$ cat src/rtl/axi_stream_frame_sequencer_if.sv
// AXI4-Stream bundle for the frame sequencer; the slave side carries only
// what the upstream pin source provides (no TLAST/TDEST/TKEEP).
interface axi_stream_frame_sequencer_if;
  logic        tvalid;
  logic        tready;
  logic [31:0] tdata;
  logic        tlast;
  logic [1:0]  tdest;
  logic [3:0]  tkeep;

  modport master (output tvalid, tdata, tlast, tdest, tkeep, input tready);
  modport slave  (input tvalid, tdata, output tready);
endinterface

$ cat src/rtl/axi_stream_frame_sequencer.sv
// Cuts a continuous 32-bit stream into DMA frames with TLAST, round-robin TDEST
// and inter-frame gaps. Optional FRAME_SEQ_HEADER_EN prepends a header beat per frame.
module axi_stream_frame_sequencer #(
  parameter int LEN_BITS = 16,
  parameter int NUM_DEST = 4,
  parameter int GAP_BITS = 8
) (
  input  logic                 aclk,
  input  logic                 aresetn,
  input  logic                 cfg_start,
  input  logic                 cfg_abort,
  input  logic [LEN_BITS-1:0]  cfg_frame_len,
  input  logic [LEN_BITS-1:0]  cfg_num_frames,
  input  logic [GAP_BITS-1:0]  cfg_gap,
  axi_stream_frame_sequencer_if.slave  s_axis,
  axi_stream_frame_sequencer_if.master m_axis,
  output logic                 busy,
  output logic                 done,
  output logic [LEN_BITS-1:0]  frames_sent,
  output logic                 err_len_zero
);

`ifdef FRAME_SEQ_HEADER_EN
  typedef enum logic [2:0] {IDLE, STREAM, GAP, ABORT, HEADER} state_t;
  localparam state_t FRAME_ENTRY = HEADER;
`else
  typedef enum logic [2:0] {IDLE, STREAM, GAP, ABORT} state_t;
  localparam state_t FRAME_ENTRY = STREAM;
`endif

  state_t state, state_nxt;

  logic [LEN_BITS-1:0] len_q, num_q, beat_cnt;
  logic [GAP_BITS-1:0] gap_q, gap_cnt;
  logic [1:0]          tdest;
  logic                open, beat, last_frame;
  logic                start_ok, err_nxt, frame_end, fin;

  // ABORT keeps the datapath open so the forced-TLAST beat can close the frame
  assign open = (state == STREAM) || (state == ABORT);

`ifdef FRAME_SEQ_HEADER_EN
  logic        hdr_abort;
  logic [15:0] fs16;
  assign fs16          = 16'(frames_sent);
  assign m_axis.tvalid = (s_axis.tvalid & open) | (state == HEADER);
  assign m_axis.tdata  = (state == HEADER) ? {8'hA5, 6'b0, tdest, fs16} : s_axis.tdata;
`else
  assign m_axis.tvalid = s_axis.tvalid & open;
  assign m_axis.tdata  = s_axis.tdata;
`endif

  assign s_axis.tready = m_axis.tready & open;
  assign m_axis.tlast  = (state == ABORT) ||
                         ((state == STREAM) && (beat_cnt == len_q - 1'b1));
  assign m_axis.tdest  = tdest;
  assign m_axis.tkeep  = 4'hF;

  assign beat       = m_axis.tvalid & m_axis.tready;
  assign last_frame = (num_q != '0) && (frames_sent + 1'b1 == num_q);

  always_ff @(posedge aclk) begin
    if (!aresetn) state <= IDLE;
    else          state <= state_nxt;
  end

  always_comb begin
    state_nxt = state;
    start_ok  = 1'b0;
    err_nxt   = 1'b0;
    frame_end = 1'b0;
    fin       = 1'b0;
    case (state)
      IDLE:
        if (cfg_start) begin
          if (cfg_frame_len != '0) begin
            start_ok  = 1'b1;
            state_nxt = FRAME_ENTRY;
          end else begin
            err_nxt = 1'b1;
          end
        end
      STREAM:
        if (beat && m_axis.tlast) begin
          frame_end = 1'b1;
          if (last_frame || cfg_abort) begin
            fin       = 1'b1;
            state_nxt = IDLE;
          end else if (gap_q != '0) begin
            state_nxt = GAP;
          end else begin
            state_nxt = FRAME_ENTRY;
          end
        end else if (cfg_abort) begin
          // a frame whose first beat is leaving now is already open downstream
          if (beat_cnt != '0 || beat) state_nxt = ABORT;
          else begin
            fin       = 1'b1;
            state_nxt = IDLE;
          end
        end
      GAP:
        if (cfg_abort) begin
          fin       = 1'b1;
          state_nxt = IDLE;
        end else if (gap_cnt == gap_q - 1'b1) begin
          state_nxt = FRAME_ENTRY;
        end
      ABORT:
        if (beat) begin
          frame_end = 1'b1;
          fin       = 1'b1;
          state_nxt = IDLE;
        end
`ifdef FRAME_SEQ_HEADER_EN
      HEADER:
        if (beat) state_nxt = (cfg_abort || hdr_abort) ? ABORT : STREAM;
`endif
      default: state_nxt = IDLE;
    endcase
  end

  always_ff @(posedge aclk) begin
    if (!aresetn) begin
      len_q        <= '0;
      num_q        <= '0;
      gap_q        <= '0;
      beat_cnt     <= '0;
      gap_cnt      <= '0;
      tdest        <= '0;
      frames_sent  <= '0;
      busy         <= 1'b0;
      done         <= 1'b0;
      err_len_zero <= 1'b0;
    end else begin
      done         <= fin;
      err_len_zero <= err_nxt;
      gap_cnt      <= (state == GAP) ? gap_cnt + 1'b1 : '0;
      if (start_ok) begin
        len_q       <= cfg_frame_len;
        num_q       <= cfg_num_frames;
        gap_q       <= cfg_gap;
        frames_sent <= '0;
        beat_cnt    <= '0;
        tdest       <= '0;
        busy        <= 1'b1;
      end
      if (fin) busy <= 1'b0;
      if (beat && state == STREAM)
        beat_cnt <= m_axis.tlast ? '0 : beat_cnt + 1'b1;
      if (beat && state == ABORT)
        beat_cnt <= '0;
      if (frame_end) begin
        frames_sent <= frames_sent + 1'b1;
        tdest       <= (tdest == 2'(NUM_DEST - 1)) ? 2'd0 : tdest + 2'd1;
      end
    end
  end

`ifdef FRAME_SEQ_HEADER_EN
  // remembers an abort that arrived while the header was stalled
  always_ff @(posedge aclk) begin
    if (!aresetn) hdr_abort <= 1'b0;
    else          hdr_abort <= (state == HEADER) && (hdr_abort || cfg_abort) && !beat;
  end
`endif

endmodule
$ cat src/flat_wrapper.sv
// flat-port wrapper written by rule: the top's interface ports become plain ports
module axi_stream_frame_sequencer_flat 
#(
  parameter int LEN_BITS = 16,
  parameter int NUM_DEST = 4,
  parameter int GAP_BITS = 8
)
  (aclk, aresetn, cfg_start, cfg_abort, cfg_frame_len, cfg_num_frames, cfg_gap, busy, done, frames_sent, err_len_zero, s_axis_tvalid, s_axis_tdata, s_axis_tready, m_axis_tvalid, m_axis_tdata, m_axis_tlast, m_axis_tdest, m_axis_tkeep, m_axis_tready);
  axi_stream_frame_sequencer_if s_axis_i ();
  axi_stream_frame_sequencer_if m_axis_i ();
  input  logic aclk;
  input  logic aresetn;
  input  logic cfg_start;
  input  logic cfg_abort;
  input  logic [LEN_BITS-1:0] cfg_frame_len;
  input  logic [LEN_BITS-1:0] cfg_num_frames;
  input  logic [GAP_BITS-1:0] cfg_gap;
  output logic busy;
  output logic done;
  output logic [LEN_BITS-1:0] frames_sent;
  output logic err_len_zero;
  input wire logic [$bits(s_axis_i.tvalid)-1:0] s_axis_tvalid;
  input wire logic [$bits(s_axis_i.tdata)-1:0] s_axis_tdata;
  output wire logic [$bits(s_axis_i.tready)-1:0] s_axis_tready;
  output wire logic [$bits(m_axis_i.tvalid)-1:0] m_axis_tvalid;
  output wire logic [$bits(m_axis_i.tdata)-1:0] m_axis_tdata;
  output wire logic [$bits(m_axis_i.tlast)-1:0] m_axis_tlast;
  output wire logic [$bits(m_axis_i.tdest)-1:0] m_axis_tdest;
  output wire logic [$bits(m_axis_i.tkeep)-1:0] m_axis_tkeep;
  input wire logic [$bits(m_axis_i.tready)-1:0] m_axis_tready;
  assign s_axis_i.tvalid = s_axis_tvalid;
  assign s_axis_i.tdata = s_axis_tdata;
  assign s_axis_tready = s_axis_i.tready;
  assign m_axis_tvalid = m_axis_i.tvalid;
  assign m_axis_tdata = m_axis_i.tdata;
  assign m_axis_tlast = m_axis_i.tlast;
  assign m_axis_tdest = m_axis_i.tdest;
  assign m_axis_tkeep = m_axis_i.tkeep;
  assign m_axis_i.tready = m_axis_tready;
  axi_stream_frame_sequencer #(.LEN_BITS(LEN_BITS), .NUM_DEST(NUM_DEST), .GAP_BITS(GAP_BITS)) u_core (.aclk(aclk), .aresetn(aresetn), .cfg_start(cfg_start), .cfg_abort(cfg_abort), .cfg_frame_len(cfg_frame_len), .cfg_num_frames(cfg_num_frames), .cfg_gap(cfg_gap), .s_axis(s_axis_i), .m_axis(m_axis_i), .busy(busy), .done(done), .frames_sent(frames_sent), .err_len_zero(err_len_zero));
endmodule
$ cat config.mk
export PLATFORM = sky130hd
export DESIGN_NAME = axi_stream_frame_sequencer_flat
export DESIGN_NICKNAME = d
export VERILOG_FILES = /design/src/rtl/axi_stream_frame_sequencer_if.sv /design/src/rtl/axi_stream_frame_sequencer.sv /design/src/flat_wrapper.sv
export SDC_FILE = /design/constraint.sdc
export NUM_CORES = 1
export LEC_CHECK = 0
export BUFFER_PORTS_ARGS = -buffer_cell sky130_fd_sc_hd__buf_4
export CORE_UTILIZATION = 49
export CTS_CLUSTER_DIAMETER = 120
export DETAILED_ROUTE_END_ITERATION = 16
export GPL_TIMING_DRIVEN = 1
export PLACE_DENSITY = 0.77
export SLEW_MARGIN = 20
export SYNTH_ARGS = -nofsm -noshare
export SYNTH_HDL_FRONTEND = slang
export SYNTH_SLANG_ARGS = --single-unit
$ cat constraint.sdc
create_clock -name aclk -period 2.55 [get_ports aclk]
set_input_delay 0.255 -clock aclk [delete_from_list [all_inputs] [get_ports aclk]]
set_output_delay 0.255 -clock aclk [all_outputs]
set_load 0.005 [all_outputs]
# ---- Word-level counts from Yosys, hierarchy flattened
# Index checks and enable logic that the tools add are counted.
# W data, S select, Z words.
dict set report classes {
  reduce_logical 21
  eq_ne 12
  mux 31
  addsub 6
  bitwise 4
}
# cell count
set ops {}
lappend ops {{$mux W16} 4}
lappend ops {{$reduce_bool A16 Y1} 3}
lappend ops {{$add A16 B1 Y16 const B} 2}
lappend ops {{$eq A16 B16 Y1} 2}
lappend ops {{$mux W3} 8}
lappend ops {{$sub A16 B1 Y16 const B} 1}
lappend ops {{$pmux W3 S4} 1}
lappend ops {{$mux W1} 11}
lappend ops {{$mux W2} 5}
lappend ops {{$add A8 B1 Y8 const B} 1}
lappend ops {{$eq A8 B8 Y1} 1}
lappend ops {{$reduce_bool A8 Y1} 1}
lappend ops {{$sub A8 B1 Y8 const B} 1}
lappend ops {{$eq A3 B2 Y1 const B} 2}
lappend ops {{$logic_and A1 B1 Y1} 5}
lappend ops {{$reduce_and A5 Y1} 1}
lappend ops {{$logic_or A1 B1 Y1} 4}
lappend ops {{$ne A2 B1 Y1 const B} 2}
lappend ops {{$reduce_bool A2 Y1} 2}
lappend ops {{$reduce_or A2 Y1} 2}
lappend ops {{$and A1 B1 Y1} 3}
lappend ops {{$eq A3 B1 Y1 const B} 1}
lappend ops {{$logic_not A3 Y1} 1}
lappend ops {{$ne A3 B2 Y1 const B} 1}
lappend ops {{other kinds (9)} 9}
dict set report totals {
  inputBits 78
  elab_cells 85
  regBits 88
  output_inout_bits 60
}

# ---- Longest topological paths before layout
# Gate-level depths: netlist of run 1.
dict set report logic_depth {
  ltp_word 10
  depth_mapped 11
  depth_no_buf 9
}

# ---- Worst setup path before layout of run 1
# Ideal clock, no wire load.
dict set report synth_path {
  path_kind {reg-to-reg}
  start {register u_core.len_q[0]}
  end {register u_core.frames_sent[10]}
  t_required_ns 2.428
  arrival_ns 2.381
  path_stages_with_launch 11
  setup_slack_ns 0.047
  n_path_buf 1
  cell_sequence {dfxtp_1 inv_1 ha_1 nor4b_4 nand2_1 o311ai_2 o221ai_2 o31ai_4 a211oi_2 buf_6 a221o_1}
}
dict set report synth_between {
  elab_chain_len 8
}
# element line_no
set synth_rtl {}
lappend synth_rtl {{start, declared} axi_stream_frame_sequencer.sv:33} ;# logic [LEN_BITS-1:0] len_q, num_q, beat_cnt;
lappend synth_rtl {{start signal, assigned} axi_stream_frame_sequencer.sv:140} ;# len_q <= cfg_frame_len;
lappend synth_rtl {{$sub A16 B1 Y16 *} axi_stream_frame_sequencer.sv:55} ;# ((state == STREAM) && (beat_cnt == len_q - 1'b1));
lappend synth_rtl {{$eq A16 B16 Y1 *} axi_stream_frame_sequencer.sv:55}
lappend synth_rtl {{$logic_and A1 B1 Y1 *} axi_stream_frame_sequencer.sv:55}
lappend synth_rtl {{$logic_or A1 B1 Y1 *} axi_stream_frame_sequencer.sv:54} ;# assign m_axis.tlast = (state == ABORT) ||
lappend synth_rtl {{$logic_and A1 B1 Y1 *} axi_stream_frame_sequencer.sv:84} ;# if (beat && m_axis.tlast) begin
lappend synth_rtl {{$mux W1 *} axi_stream_frame_sequencer.sv:84}
lappend synth_rtl {{$pmux W1 S2 *} axi_stream_frame_sequencer.sv:73} ;# case (state)
lappend synth_rtl {{$mux W16 or $reduce_bool A2 Y1 (tied branches)} --}
lappend synth_rtl {{end signal, assigned} axi_stream_frame_sequencer.sv:154} ;# frames_sent <= frames_sent + 1'b1;
lappend synth_rtl {{end, declared} axi_stream_frame_sequencer.sv:19} ;# output logic [LEN_BITS-1:0] frames_sent,
# Mark *: on every way between the ends. The rest lies on a longest branch, timed or not.
# A chain may end at the register's enable or synchronous reset.

# ---- Worst setup path after layout of run 1
dict set report layout_path {
  start {register u_core.len_q[0]}
  end {output port m_axis_tlast}
}
dict set report layout_between {
  elab_chain_len 4
}
# element line_no
set layout_rtl {}
lappend layout_rtl {{$sub A16 B1 Y16} axi_stream_frame_sequencer.sv:55}
lappend layout_rtl {{$eq A16 B16 Y1} axi_stream_frame_sequencer.sv:55}
lappend layout_rtl {{$logic_and A1 B1 Y1} axi_stream_frame_sequencer.sv:55}
lappend layout_rtl {{$logic_or A1 B1 Y1} axi_stream_frame_sequencer.sv:54}
lappend layout_rtl {{end, declared} flat_wrapper.sv:27} ;# output wire logic [$bits(m_axis_i.tlast)-1:0] m_axis_tlast;
# No other way between the ends.

==> impl_metrics.tcl, run 1 <==
set metrics [dict create \
    status "finished, violations left" \
    violations "negative setup slack" \
    vias_per_cell 6.061 \
    fin_setup_tns_ns -2.802 \
    crit_buf_inv 4 \
    start_kind "flip-flop" \
    ys_ff_latch 87 \
    first_pass_iters 6 \
    post_drt_wl_per_cell_um 17.59 \
    io_pins 138 \
    yosysMostFrequentCell "nand2_1" \
    cap_violations 0 \
    route.met2.wl_um 7946 \
    grt_overflow 0 \
    clkSlewWorstSetupHoldPaths_ns 0.06 \
    critical_path_class "reg -> out" \
    antenna_cells 0 \
    clock-sinks 87 \
    gp_congestion 0.9404 \
    grt_max_degree 54 \
    slowest_stage "nor4_4" \
    yosys.area.top_type "dfxtp_1" \
    synth_edf_count 0 \
    cts_root_buf "clkbuf_16" \
    cp-endpoint "m_axis_tlast" \
    grt_pass1_vias 5579 \
    drtAntennaViolNets 0 \
    yosysSeqAreaShare_pct 30.23 \
    synthFlopType "dfxtp_1" \
    cpMostUsedCell "buf_4" \
    fin_ws_ns -0.2243 \
    path_max_fanout 4 \
    die_h_um 110.4 \
    cts_tree "built" \
    fin_crit_sh_pct 108.8 \
    worstMarginPinSlew_ns 0.6750 \
    reg2reg_depth 11 \
    ys.warnings.count 0 \
    cellPowerDensity_nw_per_um2 506.6 \
    drive_gt1_share_pct 27.19 \
    core_um2 11420 \
    worstSkewPairLatency_ns 0.35 \
    async_flop_share_pct 0 \
    rr_endpoint "u_core.frames_sent[14]" \
    grt_first_pass_wirelength_um 26510 \
    relSlewSlack_pct 55.00 \
    rows 39 \
    met3_length_um 1290 \
    routed_wl_um 16740 \
    synth_top_area_share_pct 30.23 \
    drt-met1-wl_um 6757 \
    cp_top_family "simple AND/OR/NAND/NOR gates" \
    max-vdd-ir-drop_uv 386.0 \
    dp_hpwl_um 11320 \
    io_buffer_count 69 \
    routed.top_layer "met4" \
    synth_area_per_cell_um2 7.839 \
    die-area_um2 12200 \
    yosysUniqueCellTypes 78 \
    nNetsFinal 889 \
    cp.depth 11 \
    clockBufferDepth 2 \
    critPathArrivalTime_ns 2.52 \
    start_util_pct 50.46 \
    vias 5770 \
    finalPower_mw 3.630 \
    hold_viol_final 0 \
    drc 0 \
    numCtsBuffers 9 \
    synth_common_cells "nand2_1 (120), dfxtp_1 (87), a21oi_1 (54)" \
    reg2reg_from "u_core.len_q[0]" \
    final-setup-viol-count 30 \
    die_w_um 110.4 \
    drtIter0Drc 469 \
    leakage_nw 2.771 \
    min_path_type "in -> reg" \
    startpoint "u_core.len_q[0]" \
    slew_violations 0 \
    fin_crit_ns 2.774 \
    track_usage_pct 26.61 \
    endpoint_kind "output port" \
    synthTopCellsByArea "dfxtp_1 (30%), nand2_1 (7.8%), xnor2_1 (6.1%)" \
    synth_area_um2 5762 \
    antenna_found_initial 0 \
    hold_buffers 0 \
    cp.required_ns 2.30 \
    fin_skew_ns 0.004892 \
    worstPathCellList "inv_2, ha_4, nor4b_4, buf_4, nand4b_1, mux2_4, o21ai_4, nor4_4, buf_4, a21o_1, buf_6" \
    synthToLayoutAreaGrowth_pct 24.36 \
    htreeDepth 3 \
    rsz0062_at_grt "yes" \
    fmax_ghz 0.3605 \
    critPathMaxStageDelay_ns 0.34 \
    synthCells 735 \
    r2r_setup_slack_ns -0.19 \
]
==> registers in the layout, indices dropped and copies added (netlist names) <==
signal               flops
u_core.num_q            16
u_core.m_axis.tdest      2
u_core.done              1
u_core.gap_q             8
u_core.state             2
u_core.frames_sent      16
u_core.len_q            16
u_core.gap_cnt           8
u_core.err_len_zero      1
u_core.busy              1
u_core.beat_cnt         16
==> how the worst min path moves through the flow <==
stage | startpoint | to | slack (ns) | cells after the start
floorplan | cfg_frame_len[6] | u_core.len_q[6] | 0.39 | 2
finish | cfg_num_frames[3] | u_core.num_q[3] | 0.15 | 3
CTS | cfg_num_frames[10] | u_core.num_q[10] | 0.14 | 3
global route | cfg_num_frames[10] | u_core.num_q[10] | 0.16 | 3
global placement | u_core.gap_cnt[0] | u_core.gap_cnt[0] | 0.46 | 1
detailed placement | u_core.len_q[15] | u_core.len_q[15] | 0.48 | 2
==> power by group <==
group          internal (mW)  switching, mW
Sequential              1.41         0.0593
Clock                  0.856          0.540
Combinational          0.361          0.405
Total                   2.63           1.00
==> worst reg2reg max path: stages (launching register included) <==
cell and delay [ns]:
dfxtp_2 0.33, inv_2 0.06, ha_4 0.13, nor4b_4 0.32
buf_4 0.18, nand4b_1 0.13, mux2_4 0.36, o221ai_2 0.11
o31a_1 0.36, nor3_2 0.10, buf_4 0.20, a221o_1 0.34
==> timing repair <==
action	in CTS	in global routing
buffers inserted	12	7
gates resized for setup	37	34
pin swaps	23	18
gates cloned	2	0
setup endpoints to repair	36	39
==> routing by layer <==
metal	global-route usage, %	up-vias
li1	-	2741
met1	31.72	2687
met2	43.89	262
met3	5.049	80
met4	16.89	0
met5	0	-
==> stage by stage <==
step / utilization [%] / instances / cell area, um^2 / setup WS, ns / hold slack (ns)
final: 62.75 / 952 / 7166 / -0.2243 / 0.1505
after global routing: 62.75 / 952 / 7166 / -0.2843 / 0.1624
after CTS: 61.09 / 948 / 6975 / -0.1705 / 0.1421
after detailed placement: 56.17 / 919 / 6414 / -0.1892 / 0.4791
after global placement: 56.17 / 919 / 6414 / -0.2000 / 0.4639
after floorplan: - / 738 / 5773 / 0.04683 / 0.3910
==> final cells by class <==
class,instances,area (um^2)
fill,952,4253
timing repair buffer,144,1122
multi-input combinational,546,3745
clock buffer,12,236.5
inverter,16,60.06
tap,143,178.9
sequential,87,1753
clock inverter,4,70.07
==> layout by cell type, fill, tap and decap left out, types with 3 or more instances in the layout <==
cell type	synthesis	final
nor4b_1	9	3
nor4b_2	0	6
xnor2_1	40	38
buf_4	36	133
o211ai_1	9	9
nor3_1	18	15
xor2_1	15	14
buf_6	2	11
nor3b_1	4	3
inv_1	15	13
nand4_1	9	9
o22ai_1	4	4
or3_1	7	6
nor4_1	37	31
and2_1	8	8
a22o_1	6	6
conb_1	1	4
nor3_2	0	3
a21oi_2	0	3
nor2_1	30	30
clkbuf_16	0	9
a21oi_1	54	51
clkbuf_1	42	3
nor2b_1	9	9
o21ai_0	11	7
and3_1	11	11
nand2_1	120	118
dfxtp_2	0	6
a221o_1	12	12
mux2i_1	3	3
ha_1	7	6
nand3b_1	4	4
or2_2	4	4
nand3_1	31	31
dfxtp_1	87	80
a211oi_1	3	3
o22a_1	9	9
nor4_4	2	3
nor4_2	1	6
nand2b_1	10	10
==> kinds of logic (layout without fill, tap and decap cells) <==
kind of cell | Yosys count | in the layout | synth area share [%]
XOR/XNOR | 56 | 56 | 8.751
AND/OR/NAND/NOR | 329 | 329 | 30.27
adder cells (fa/ha/maj) | 7 | 7 | 1.520
AO/OA/AOI/OAI | 145 | 146 | 18.74
flip-flops | 87 | 87 | 30.23
other | 1 | 4 | 0.06508
multiplexers | 4 | 4 | 0.7166
buffers and inverters | 106 | 176 | 9.707
Note: power is estimated with default switching activity, not from simulation.
==> run 2: changes to the inputs <==
--- a/config.mk
+++ b/config.mk
@@ -10,6 +10,8 @@
 export CTS_CLUSTER_DIAMETER = 120
 export DETAILED_ROUTE_END_ITERATION = 16
 export GPL_TIMING_DRIVEN = 1
+export HOLD_SLACK_MARGIN = 0.03
+export MAX_ROUTING_LAYER = met4
 export PLACE_DENSITY = 0.77
 export SLEW_MARGIN = 20
 export SYNTH_ARGS = -nofsm -noshare
==> impl_metrics.tcl, run 2 (same netlist as run 1, synthesis figures left out) <==
set metrics [dict create \
    clock-sinks 87 \
    whs_ns 0.1438 \
    mostFrequentLayoutCells "buf_4 (134), nand2_1 (119), dfxtp_1 (84), a21oi_1 (53), xnor2_1 (40)" \
    drtIter0Drc 448 \
    dp_hpwl_um 11210 \
    hold_viol_final 0 \
    seq_power_share_pct 42.7 \
    fin_skew_ns 0.01102 \
    clockBufferDepth 2 \
    track_usage_pct 26.02 \
    gp_congestion 0.9573 \
    rsz0062_at_grt "yes" \
    htreeDepth 3 \
    switchingPower_mw 0.9923 \
    drive_gt1_share_pct 27.06 \
    p_comb_share_pct 20.5 \
    rr_endpoint "u_core.m_axis.tdest[0]" \
    worstSkewPairLatency_ns 0.36 \
    first_pass_iters 5 \
    die_w_um 110.4 \
    cts_root_buf "clkbuf_16" \
    fin_crit_sh_pct 105.1 \
    hold_depth 3 \
    final-setup-viol-count 27 \
    grt_first_pass_wirelength_um 25140 \
    antenna_cells 0 \
    clkSlewWorstSetupHoldPaths_ns 0.07 \
    nNetsFinal 882 \
    cts_tree "built" \
    start_kind "flip-flop" \
    hp-start "cfg_num_frames[11]" \
    r2r_setup_slack_ns -0.13 \
    finalPower_mw 3.437 \
    vias_per_cell 6.046 \
    io_pins 138 \
    die_h_um 110.4 \
    numCtsBuffers 9 \
    start_util_pct 50.46 \
    cellPowerDensity_nw_per_um2 486.0 \
    grt_overflow 0 \
    drtAntennaViolNets 0 \
    rows 39 \
    min_path_type "in -> reg" \
    routed_wl_um 15910 \
    status "finished, violations left" \
    fin_setup_tns_ns -1.438 \
    final_common_cell "buf_4" \
    hold_path_end "u_core.num_q[11]" \
    fin_util_pct 61.94 \
    fmax_ghz 0.3730 \
    critical_path_class "reg -> reg" \
    leakage_nw 2.694 \
    hold_buffers 0 \
    critPathArrivalTime_ns 2.97 \
    grt_pass1_vias 5283 \
    violations "negative setup slack" \
    synthToLayoutAreaGrowth_pct 22.76 \
    die-area_um2 12200 \
    relSlewSlack_pct 56.40 \
    reg2reg_from "u_core.len_q[4]" \
    core_um2 11420 \
    endpoint_kind "flip-flop" \
    slew_violations 0 \
    swShare_pct 28.87 \
    reg2reg_depth 9 \
    max-vdd-ir-drop_uv 406.9 \
    grt_max_degree 54 \
    drc 0 \
    cap_violations 0 \
    fin_crit_ns 2.681 \
    pwr-share-clk_pct 36.8 \
    vias 5713 \
    io_buffer_count 69 \
    antenna_found_initial 0 \
    intPower_mw 2.445 \
    fin_ws_ns -0.1311 \
    cp.required_ns 2.84 \
    post_drt_wl_per_cell_um 16.84 \
    worstMarginPinSlew_ns 0.6480 \
    path_max_fanout 5 \
]
## run 2: cell type report
cell class              instances  area, um^2
clock buffers                  11       252.7
clock inverters                 5       32.53
fillers                       962        4345
inverters                      16       60.06
multi-input cells             545        3750
flip-flops and latches         87        1748
well taps                     143       178.9
repair buffers                138        1051
## run 2: worst max path at each step
stage / startpoint / slack [ns] / endpoint
global route: u_core.len_q[0] / -0.24 / u_core.m_axis.tdest[0]
finish: u_core.len_q[4] / -0.13 / u_core.m_axis.tdest[0]
floorplan: u_core.len_q[0] / 0.05 / u_core.frames_sent[10]
detailed placement: u_core.len_q[0] / -0.27 / u_core.frames_sent[15]
CTS: u_core.len_q[8] / -0.02 / m_axis_tlast
global placement: u_core.len_q[0] / -0.19 / u_core.frames_sent[7]
## run 2: power by group through the flow
stage / logic (mW) / clock network (mW) / registers (mW)
floorplan: 0.464 / 0 / 1.48
global placement: 0.598 / 0 / 1.49
detailed placement: 0.616 / 0 / 1.49
CTS: 0.664 / 1.28 / 1.46
global route: 0.764 / 1.34 / 1.47
finish: 0.705 / 1.27 / 1.47
## run 2: what timing repair did
action,in CTS,in global routing
setup buffers,10,1
gates cloned,0,1
resized for setup,19,42
endpoints found under the setup margin,30,39
pin swaps,13,13
## run 2: critical path, cell delays in order (launching register included)
cell      delay [ns]
dfxtp_1         0.39
nor3_4          0.30
buf_4           0.17
nand3b_1        0.12
a311oi_4        0.34
o221ai_4        0.18
o31a_1          0.41
buf_4           0.18
or4_4           0.41
a21oi_2         0.12
## run 2: through the flow
stage	cell area [um^2]	worst slack [ns]	cells
2_1_floorplan	5773	0.04683	738
3_3_place_gp	6406	-0.1934	918
3_5_place_dp	6406	-0.2703	918
4_1_cts	6832	-0.02446	943
5_1_grt	7073	-0.2414	945
6_report	7073	-0.1311	945
## run 2: layer usage
| layer | track usage, % | vias to the layer above | part of all wire [%] |
|---|---|---|---|
| li1 | - | 2729 | - |
| met1 | 30.70 | 2652 | 41 |
| met2 | 41.08 | 276 | 48 |
| met3 | 6.202 | 56 | 8.0 |
| met4 | 13.69 | 0 | 3.0 |
| met5 | - | - | 0 |
==> run 3: changes to the inputs <==
--- a/config.mk
+++ b/config.mk
@@ -12,7 +12,7 @@
 export GPL_TIMING_DRIVEN = 1
 export HOLD_SLACK_MARGIN = 0.03
 export MAX_ROUTING_LAYER = met4
-export PLACE_DENSITY = 0.77
+export PLACE_DENSITY_LB_ADDON = 0.12
 export SLEW_MARGIN = 20
 export SYNTH_ARGS = -nofsm -noshare
 export SYNTH_HDL_FRONTEND = slang
==> impl_metrics.tcl, run 3 (same netlist as run 1, synthesis figures left out) <==
set metrics [dict create \
    gp_congestion 0.8460 \
    start_util_pct 50.46 \
    grt_first_pass_wirelength_um 27010 \
    antenna_found_initial 0 \
    cpMostUsedCell "buf_6" \
    fin_crit_ns 2.621 \
    htreeDepth 3 \
    die-area_um2 12200 \
    io_buffer_count 69 \
    die_w_um 110.4 \
    clkSlewWorstSetupHoldPaths_ns 0.07 \
    crit_buf_inv 6 \
    multi_input_area_um2 3647 \
    fmax_ghz 0.3815 \
    fin_area_um2 7107 \
    vias_per_cell 5.823 \
    rows 39 \
    final_common_cell "buf_4" \
    place_area_um2 6486 \
    rsz0062_at_grt "yes" \
    hold_buffers 0 \
    worstSkewPairLatency_ns 0.34 \
    hold_path_end "u_core.gap_q[3]" \
    endpoint_kind "output port" \
    cts_root_buf "clkbuf_16" \
    cts_tree "built" \
    drc 0 \
    cp_top_family "buffers and inverters" \
    relSlewSlack_pct 58.23 \
    drtIter0Drc 239 \
    nFillCells 1042 \
    die_h_um 110.4 \
    critPathMaxStageDelay_ns 0.33 \
    nNetsFinal 893 \
    vias 5567 \
    leakage_nw 2.756 \
    fin_util_pct 62.24 \
    grt_max_degree 54 \
    critical_path_class "reg -> out" \
    mostFrequentLayoutCells "buf_4 (139), nand2_1 (120), dfxtp_1 (81), a21oi_1 (53), xnor2_1 (39)" \
    reg2reg_depth 11 \
    slew_violations 0 \
    cp.required_ns 2.30 \
    path_max_fanout 3 \
    reg2reg_from "u_core.len_q[1]" \
    start_kind "flip-flop" \
    cellPowerDensity_nw_per_um2 498.8 \
    fin_setup_tns_ns -0.3636 \
    clock-sinks 87 \
    cap_violations 0 \
    first_pass_iters 5 \
    io_pins 138 \
    dp_hpwl_um 11590 \
    status "finished, violations left" \
    hp-start "cfg_gap[3]" \
    routed_wl_um 16210 \
    r2r_setup_slack_ns -0.05 \
    worstMarginPinSlew_ns 0.6265 \
    final-setup-viol-count 11 \
    synthToLayoutAreaGrowth_pct 23.34 \
    post_drt_wl_per_cell_um 16.96 \
    drive_gt1_share_pct 26.94 \
    fin_skew_ns 0.006679 \
    rr_endpoint "u_core.frames_sent[11]" \
    fin_ws_ns -0.07112 \
    core_um2 11420 \
    antenna_cells 0 \
    grt_overflow 0 \
    slowest_stage "dfxtp_2" \
    critPathArrivalTime_ns 2.37 \
    final-seq-area_um2 1749 \
    fin_crit_sh_pct 102.8 \
    worstPathCellList "inv_2, ha_4, nor4b_4, buf_4, buf_6, a221o_1, o2bb2ai_4, buf_6, nor4_4, buf_6, a21o_1, buf_6" \
    clockBufferDepth 2 \
    max-vdd-ir-drop_uv 314.0 \
    violations "negative setup slack" \
    min_path_type "in -> reg" \
    hold_viol_final 0 \
    track_usage_pct 27.71 \
    grt_pass1_vias 5531 \
    hold_depth 3 \
    numCtsBuffers 9 \
    drtAntennaViolNets 0 \
]
[run 3: cell types whose count changed in the layout (fill, tap and decap cells not counted), sizes merged]
cell,change
buf,+11
bufinv,+1
clkbuf,-1
clkinvlp,-1
inv,+1
[run 3: worst max path at each step]
stage,startpoint,endpoint,depth (start not counted),slack (ns)
after floorplan,u_core.len_q[0],u_core.frames_sent[10],10,0.05
after global placement,u_core.len_q[0],u_core.frames_sent[12],9,-0.12
after detailed placement,u_core.len_q[1],u_core.frames_sent[4],9,-0.25
after CTS,u_core.len_q[1],m_axis_tlast,12,-0.04
after global routing,u_core.len_q[1],m_axis_tlast,12,-0.17
final,u_core.len_q[1],m_axis_tlast,12,-0.07
[run 3: metal layers]
layer | global-route usage (%) | vias to the layer above | wire length, um
met4 | 12.80 | 0 | 535
li1 | - | 2746 | -
met1 | 33.07 | 2643 | 6979
met5 | - | - | 0
met2 | 45.80 | 126 | 8069
met3 | 4.391 | 52 | 629
[run 3: worst reg2reg max path: stages, from the launching register on]
cell and delay, ns:
dfxtp_2 0.33, inv_2 0.06, ha_4 0.13, nor4b_4 0.29
buf_4 0.19, a221o_1 0.19, o311ai_4 0.13, o221ai_2 0.29
o31a_1 0.28, nor3_2 0.08, buf_4 0.20, a221o_1 0.33
[run 3: power by group]
part	switching, mW	internal [mW]	leakage (nW)
sequential	0.0585	1.41	0.710
combinational	0.378	0.345	1.90
clock	0.566	0.789	0.145
[run 3: what timing repair did]
item,4_1_cts,5_1_grt
cloned,0,1
setup endpoints to repair,20,28
pin swaps,11,13
hold endpoints to repair,0,0
setup buffers,13,0
gates resized for setup,22,31
[run 3: through the flow]
step / hold slack [ns] / total power, mW / worst slack [ns] / std cells
global route: 0.1596 / 3.698 / -0.1737 / 956
detailed placement: 0.4604 / 2.138 / -0.2533 / 927
finish: 0.1538 / 3.545 / -0.07112 / 956
global placement: 0.4512 / 2.118 / -0.1203 / 927
CTS: 0.1446 / 3.538 / -0.04210 / 955
floorplan: 0.3910 / 1.947 / 0.04683 / 738
[run 3: final cells by class]
| cell class | instances | share of cell area, % |
|---|---|---|
| Multi-Input combinational cell | 545 | 51.32 |
| Clock inverter | 6 | 0.9507 |
| Tap cell | 143 | 2.518 |
| Timing Repair Buffer | 149 | 16.39 |
| Clock buffer | 10 | 3.363 |
| Inverter | 16 | 0.8451 |
| Sequential cell | 87 | 24.61 |
